`src/rtl/alu_sll_seq_32bit.sv`:
```
// rtl/alu_sll_seq_32bit.sv - sequential logical left shifter, 4-bit then 1-bit steps
module alu_sll_seq_32bit #(
    parameter int N  = 32,
    parameter int SW = 5
) (
    input  logic          clk,
    input  logic          rst_n,
    input  logic          start,
    input  logic [N-1:0]  A,
    input  logic [SW-1:0] SHAMT,
    output logic [N-1:0]  Z,
    output logic          cout,
    output logic          zero,
    output logic          busy,
    output logic          done
);

    typedef enum logic [1:0] {
        IDLE  = 2'd0,
        SHIFT = 2'd1,
        DONE  = 2'd2
    } state_t;

    localparam logic [SW-1:0] FOUR = SW'(4);
    localparam logic [SW-1:0] ONE  = SW'(1);

    state_t        state;
    state_t        state_next;
    logic [N-1:0]  work;
    logic [SW-1:0] rem;
    logic [N-1:0]  step_work;
    logic [SW-1:0] step_rem;
    logic          step_c;

    // One shift step: coarse 4-bit moves first, then single bits for the remainder.
    always_comb begin
        step_work = work;
        step_rem  = rem;
        step_c    = 1'b0;
        if (rem >= FOUR) begin
            step_work = {work[N-5:0], 4'b0000};
            step_rem  = rem - FOUR;
            step_c    = work[N-4];
        end else if (rem != '0) begin
            step_work = {work[N-2:0], 1'b0};
            step_rem  = rem - ONE;
            step_c    = work[N-1];
        end
    end

    always_ff @(posedge clk or negedge rst_n) begin
        if (!rst_n) begin
            state <= IDLE;
        end else begin
            state <= state_next;
        end
    end

    always_comb begin
        state_next = state;
        case (state)
            IDLE: begin
                if (start) begin
                    state_next = (SHAMT == '0) ? DONE : SHIFT;
                end
            end
            SHIFT: begin
                if (step_rem == '0) begin
                    state_next = DONE;
                end
            end
            DONE:    state_next = IDLE;
            default: state_next = IDLE;
        endcase
    end

    always_comb begin
        busy = (state != IDLE);
        done = (state == DONE);
    end

    // Z and cout only move at completion so they stay stable while busy.
    always_ff @(posedge clk or negedge rst_n) begin
        if (!rst_n) begin
            work <= '0;
            rem  <= '0;
            Z    <= '0;
            cout <= 1'b0;
        end else begin
            case (state)
                IDLE: begin
                    if (start) begin
                        work <= A;
                        rem  <= SHAMT;
                        if (SHAMT == '0) begin
                            Z    <= A;
                            cout <= 1'b0;
                        end
                    end
                end
                SHIFT: begin
                    work <= step_work;
                    rem  <= step_rem;
                    if (step_rem == '0) begin
                        Z    <= step_work;
                        cout <= step_c;
                    end
                end
                default: begin
                end
            endcase
        end
    end

    assign zero = (Z == '0);

endmodule

```
`config.mk`:
```
export PLATFORM = sky130hd
export DESIGN_NAME = alu_sll_seq_32bit
export DESIGN_NICKNAME = d
export VERILOG_FILES = /design/src/rtl/alu_sll_seq_32bit.sv
export SDC_FILE = /design/constraint.sdc
export NUM_CORES = 1
export LEC_CHECK = 0
export BUFFER_PORTS_ARGS = -buffer_cell sky130_fd_sc_hd__buf_2
export CAP_MARGIN = 20
export CORE_MARGIN = 1
export CORE_UTILIZATION = 55
export CTS_BUF_LIST = sky130_fd_sc_hd__clkbuf_4
export CTS_CLUSTER_DIAMETER = 50
export DETAILED_ROUTE_END_ITERATION = 6
export PLACE_DENSITY = 0.83
export SYNTH_ARGS = -nofsm -noshare
export SYNTH_HDL_FRONTEND = slang
export SYNTH_SLANG_ARGS = --single-unit
```
`constraint.sdc`:
```
create_clock -name clk -period 3.7 [get_ports clk]
set_clock_uncertainty 0.1 [all_clocks]
set_input_delay 0.185 -clock clk [delete_from_list [all_inputs] [get_ports clk]]
set_output_delay 0.185 -clock clk [all_outputs]
set_load 0.005 [all_outputs]
```
==> results of run 1 <==
layer usage:
layer / routed length, um / up-vias / global-route usage
met2: 4690 / 139 / 0.428
met5: 0 / - / 0
met3: 640 / 18 / 0.0641
met4: 161 / 0 / 0.0879
li1: - / 1720 / -
met1: 4530 / 1662 / 0.385
worst max-delay path: stages (launching register included):
cell	delay, ns
dfrtp_1	0.42
inv_1	0.16
ha_1	0.39
a2111oi_4	0.15
or4_1	0.42
nand3_1	0.14
a31oi_2	0.13
nor3_4	0.36
buf_12	0.29
mux2_2	0.36
stage by stage:
step	utilization	total power, mW	cell area [um^2]
2_1_floorplan	-	3.13	4060
3_3_place_gp	0.647	3.68	4490
3_5_place_dp	0.647	3.76	4490
4_1_cts	0.693	4.48	4810
5_1_grt	0.693	4.80	4810
6_report	0.693	4.48	4810
registers in the layout (all words and copies together) (netlist names):
register and count:
rem 5, cout 1, work 32, Z 32
state 2
logic make-up (layout without fill, tap and decap cells):
| group | Yosys count | in the layout | synth area share |
|---|---|---|---|
| AO/OA/AOI/OAI | 118 | 118 | 0.169 |
| XOR/XNOR | 1 | 1 | 0.00216 |
| adder cells (fa/ha/maj) | 4 | 4 | 0.0123 |
| buffers and inverters | 50 | 130 | 0.0524 |
| flip-flops | 72 | 72 | 0.444 |
| multiplexers | 54 | 54 | 0.161 |
| AND/OR/NAND/NOR | 150 | 150 | 0.159 |
cells in the mapped netlist (all sizes together), types with 2 or more instances:
library cell / number
a311oi: 7
nand2: 103
nor3: 7
mux2: 42
o21ai: 37
ha: 4
a31oi: 2
a21oi: 61
nand4: 3
nor2: 18
buf: 7
nand3: 4
dfrtp: 72
or4: 2
nor4: 8
nand3b: 2
clkbuf: 25
mux2i: 12
inv: 18
cell type report:
| cell class | count | area, um^2 |
|---|---|---|
| Clock buffer | 9 | 67.6 |
| Clock inverter | 7 | 134 |
| Fill cell | 531 | 2130 |
| Inverter | 18 | 67.6 |
| Multi-Input combinational cell | 327 | 2050 |
| Sequential cell | 72 | 1800 |
| Tap cell | 96 | 120 |
| Timing Repair Buffer | 96 | 576 |
where the power goes:
group	total, mW	internal (mW)	leakage [nW]	switching (mW)
clock	0.687	0.406	0.107	0.282
combinational	2.20	1.04	1.22	1.16
sequential	1.60	1.18	0.881	0.414
total	4.48	2.63	2.20	1.85
worst min-delay path by stage:
stage,to,slack (ns),depth (start not counted)
2_1_floorplan,Z[0],-0.21,0
3_3_place_gp,Z[4],0.22,1
3_5_place_dp,Z[5],0.23,1
4_1_cts,work[6],0.006,3
5_1_grt,Z[7],0.02,3
6_report,Z[7],0.03,3
what timing repair did:
| action | in CTS | in global routing |
|---|---|---|
| hold buffers | 12 | 0 |
| gates resized for setup | 0 | 0 |
| endpoints found under the hold margin | 51 | 0 |
==> results.md, run 1 <==
* Status: finished, final reports clean
* Leak pwr at 2.20 nW
* DR vias/cell at 5.66
* CTS sink cnt at 72
* Synth Warn # at 0
* Register area share after synthesis at 0.444
* Total negative slack at 0 ns
* Critical path required time at 3.92 ns
* Gr usage total at 0.276
* Setup Fix Bufs, Post-CTS at 0
* Dpl hpwl at 6680 um
* Crit path DAT at 3.27 ns
* N_diodes at 0
* 1st-pass router iterations at 5
* Most frequent cells in the layout: nand2_1 (102), buf_2 (75), dfrtp_1 (72)
* TritonCTS Buffers at 9
* Maxcap violations at 0
* Worst Hold Class: in2reg
* Clk_lat worst skew at 0.42 ns
* Mapped Avg Cell Area at 9.03 um^2
* Placed cells at 597
* Layout area overhead at 18.7%
* Worst-path clk slew at 0.12 ns
* Path type of the worst setup path: reg2reg
* Final WL at 10000 um
* Avg WL per Cell at 16.0 um
* R2R Path Start: rem[0]
* Routability congestion estimate at 0.947
* Worst-Margin Slew at 0.890 ns
* Gr ovfl total at 0
* Die ar. at 0.00772 mm^2
* Tcrit/Tclk final at 0.823
* Final worst hold slack at 0.0256 ns
* Routed Antenna Nets at 0
* CP Max Fanout at 28
* Core Area at 0.00694 mm^2
* Final worst slack at 0.653 ns
* Initial antenna violation count at 0
* Initial DRC count at 292
* Hold_sp: A[7]
* Final hold violations at 0
* EDFF count, synth at 0
* Effective utilization at floorplan at 0.584
* Crit path launch: rem[0]
* Commonest non-fill, non-tap cell in the layout: nand2_1
* Synth top area cells: dfrtp_1 (44%), nand2_1 (9.5%), a21oi_1 (7.5%)
* Gate Count Post-Synth at 449
* Post-synth top area share at 0.444
* Min Tclk post-route at 3.05 ns
* Crit path capture type: register
* Layout cells sized above 1 at 0.278
* Setup crit start kind: register
* Chip Height at 87.9 um
* Worst rel slew slack at 0.405
* Max-slew violations at 0
* RR Endpoint: Z[27]
* Pwr per Cell Area at 931 mW/mm^2
* Vias post-DR at 3539
* Largest net degree at the start of global routing at 65
* Post-Layout Cell Count at 625
* Synth Cell Area at 0.00406 mm^2
* Longest Clk Path Bufs at 2
* CTS Root Cell: clkbuf_4
* Setup Viol. Count Final at 0
* Register bit total from synthesis at 72
* Row count at 30
* CTS tree: done
* Post-synth top area cell: dfrtp_1
* DP Worst Slack at 0.664 ns
* Vias in the first global route at 3319
* Max IR drop VDD at 0.405 mV
* Critical Path End: Z[27]
* H-Tree Level Count at 3
* Netlist cell types at 43
* Layout net count at 568
* Syn_nets at 493
* Synth Flop Type: dfrtp_1
* Ys async rst share at 1.00
* # IOs at 76
* IO buf count at 75
* Unrepaired setup endpoints after global routing: no
* # DRC at 0
* Global-route wire length before repair at 16100 um
* Floorplan die width at 87.9 um
* Worst Reg-to-Reg Cells at 9
* R2r setup slk at 0.65 ns
* FMAX at 328 MHz
No activity file was read; power rests on OpenSTA's default activity.
==> run 2: changes to the inputs <==
Clock period 3.7 ns to 3 ns, I/O delays scaled along.
==> run 2 against run 1 <==
Compared with the run above:
- largest power group unchanged
- worst setup slack worse by 0.51 ns
- register-to-register slack worse by 0.51 ns
- power increased by 20%
- design area is 1.3% higher
- clock power down 1%
- combinational power up 25%
- sequential power is 22% higher
- routed wire length decreased by 0.49%
- non-clock buffer count increased by 12
- first-iteration DRC count is 0.34% lower
- die area unchanged
==> results.md, run 2 (synthesis results as in run 1) <==
* Max IR drop VDD at 0.468 mV (+15%)
* Setup Viol. Count Final at 0 (unchanged)
* DR vias/cell at 5.73 (+1.3%)
* RR Endpoint: Z[26]
* Initial antenna violation count at 0 (unchanged)
* Pint at 3.11 mW (+18%)
* Vias in the first global route at 3281 (-1.1%)
* Avg WL per Cell at 15.7 um (-2.2%)
* Worst path depth at 8 (-1)
* Worst-path clk slew at 0.12 ns (about the same)
* Critical path required time at 3.20 ns (-0.72 ns)
* R2r setup slk at 0.15 ns (-0.51 ns)
* Final WL at 9970 um (-0.49%)
* Tcrit/Tclk final at 0.951 (+0.128)
* Switch Pwr at 2.27 mW (+22%)
* CP Max Fanout at 29 (+3.6%)
* Flop pwr share at 0.365 (+0.009)
* Min Tclk post-route at 2.85 ns (-0.193 ns)
* Gr ovfl total at 0 (unchanged)
* CTS tree: done
* Layout net count at 580 (+2.1%)
* Net Sw Frac at 0.421 (+0.00791)
* Chip Height at 87.9 um (unchanged)
* Post-Route Utilization at 0.702 (+0.00901)
* TritonCTS Buffers at 9 (unchanged)
* H-Tree Level Count at 3 (unchanged)
* Worst Hold Class: in2reg
* Path type of the worst setup path: reg2reg
* Crit-path cells: ha_1 > a2111oi_4 > o41ai_1 > o21ai_2 > a31oi_2 > nor3_4 > buf_12 > mux2_2
* Pwr per Cell Area at 1100 mW/mm^2 (+19%)
* # DRC at 0 (unchanged)
* Effective utilization at floorplan at 0.584 (unchanged)
* Worst-Margin Slew at 0.738 ns (-0.153 ns)
* Longest Clk Path Bufs at 2 (unchanged)
* Worst rel slew slack at 0.508 (+0.103)
* Total negative slack at 0 ns (unchanged)
* Combinational share of power at 0.509 (+0.019)
* Biggest regs: Z x32, work x32, rem x5
* Floorplan die width at 87.9 um (unchanged)
* Max-slew violations at 0 (unchanged)
* CP peak stage delay at 0.51 ns (+0.09 ns)
* Crit path capture type: register
* Routed Antenna Nets at 0 (unchanged)
* Maxcap violations at 0 (unchanged)
* CTS sink cnt at 72 (unchanged)
* Final worst slack at 0.147 ns (-0.507 ns)
* Die ar. at 0.00772 mm^2 (unchanged)
* Worst Reg-to-Reg Cells at 8 (-1)
* Most frequent cells in the layout: nand2_1 (102), buf_2 (75), dfrtp_1 (71)
* Leak pwr at 2.23 nW (+1.0%)
* DP Worst Slack at 0.166 ns (-0.498 ns)
* Setup crit start kind: register
* Crit path DAT at 3.06 ns (-0.21 ns)
* Clk network pwr share at 0.126 (-0.027)
* Seq. cell area at 0.00180 mm^2 (about the same)
* CP top delay family: compound AO/OA/AOI/OAI gates
* Vias post-DR at 3647 (+3.1%)
* Routability congestion estimate at 0.903 (-4.6%)
* Hold_sp: A[15]
* Layout cells sized above 1 at 0.285 (+0.00730)
* Unrepaired setup endpoints after global routing: no
* Multi-input logic area at 0.00205 mm^2 (+0.12%)
* Largest net degree at the start of global routing at 45 (-31%)
* Crit path launch: rem[2]
* IO buf count at 75 (unchanged)
* Fill count at 543 (+2.3%)
* Commonest non-fill, non-tap cell in the layout: nand2_1
* Dpl hpwl at 6860 um (+2.6%)
* FMAX at 350 MHz (+6.8%)
* N_diodes at 0 (unchanged)
* Status: finished, final reports clean
* Core Area at 0.00694 mm^2 (unchanged)
* Power, Total at 5.38 mW (+20%)
* Initial DRC count at 291 (-0.34%)
* Layout area overhead at 20.2%
* Critical Path End: Z[26]
* Global-route wire length before repair at 15800 um (-1.9%)
* Slowest CP cell: dfrtp_1
* Row count at 30 (unchanged)
* CP bufs+invs at 1 (-1)
* Clk_lat worst skew at 0.41 ns (about the same)
* R2R Path Start: rem[2]
* # IOs at 76 (unchanged)
* Gr usage total at 0.270 (-0.00595)
* Final hold violations at 0 (unchanged)
* CTS Root Cell: clkbuf_4
* 1st-pass router iterations at 6 (+1)
run 2: worst min path at each step:
stage | endpoint | slack [ns] | depth (start not counted)
floorplan | Z[0] | -0.25 | 0
detailed placement | work[4] | 0.15 | 1
global route | Z[15] | 0.009 | 4
global placement | work[5] | 0.14 | 1
CTS | Z[22] | 0.01 | 4
finish | Z[15] | 0.02 | 4
run 2: layout make-up:
| cell class | instances | share of cell area |
|---|---|---|
| clock buffer | 9 | 0.0139 |
| sequential | 72 | 0.370 |
| tap | 96 | 0.0246 |
| multi-input combinational | 327 | 0.420 |
| clock inverter | 6 | 0.0174 |
| timing repair buffer | 108 | 0.140 |
| inverter | 18 | 0.0139 |
run 2: power by group through the flow:
stage          logic, mW  clock network [mW]  registers, mW
6_report            2.74               0.679           1.96
3_3_place_gp        2.62                   0           1.95
4_1_cts             2.73               0.687           1.95
3_5_place_dp        2.70                   0           1.97
2_1_floorplan       2.03                   0           1.83
5_1_grt             3.03               0.731           2.03
run 2: repair_timing:
item,CTS,global route
resized for setup,0,2
hold buffers,19,0
setup buffers,0,1
endpoints found under the setup margin,0,6
hold endpoints to repair,58,0
run 2: worst reg2reg max path, stage by stage (launching register included):
cell and delay [ns]:
dfrtp_1 0.51, ha_1 0.33, a2111oi_4 0.51, o41ai_1 0.20, o21ai_2 0.11, a31oi_2 0.14
nor3_4 0.19, buf_12 0.26, mux2_2 0.39
run 2: per-stage QoR:
step / hold slack (ns) / cells / area (um^2)
2_1_floorplan: -0.246 / 449 / 4060
4_1_cts: 0.0112 / 635 / 4870
3_3_place_gp: 0.142 / 601 / 4520
6_report: 0.0221 / 636 / 4880
5_1_grt: 0.00875 / 636 / 4880
3_5_place_dp: 0.153 / 601 / 4520
run 2: routing by layer:
layer  vias up  GRT usage  wire length, um  part of all wire
li1       1735          -                -                 -
met1      1719      0.377             4460              0.45
met2       172      0.425             4710              0.47
met3        21     0.0396              606             0.061
met4         0      0.109              189             0.019
met5         -          0                0                 0
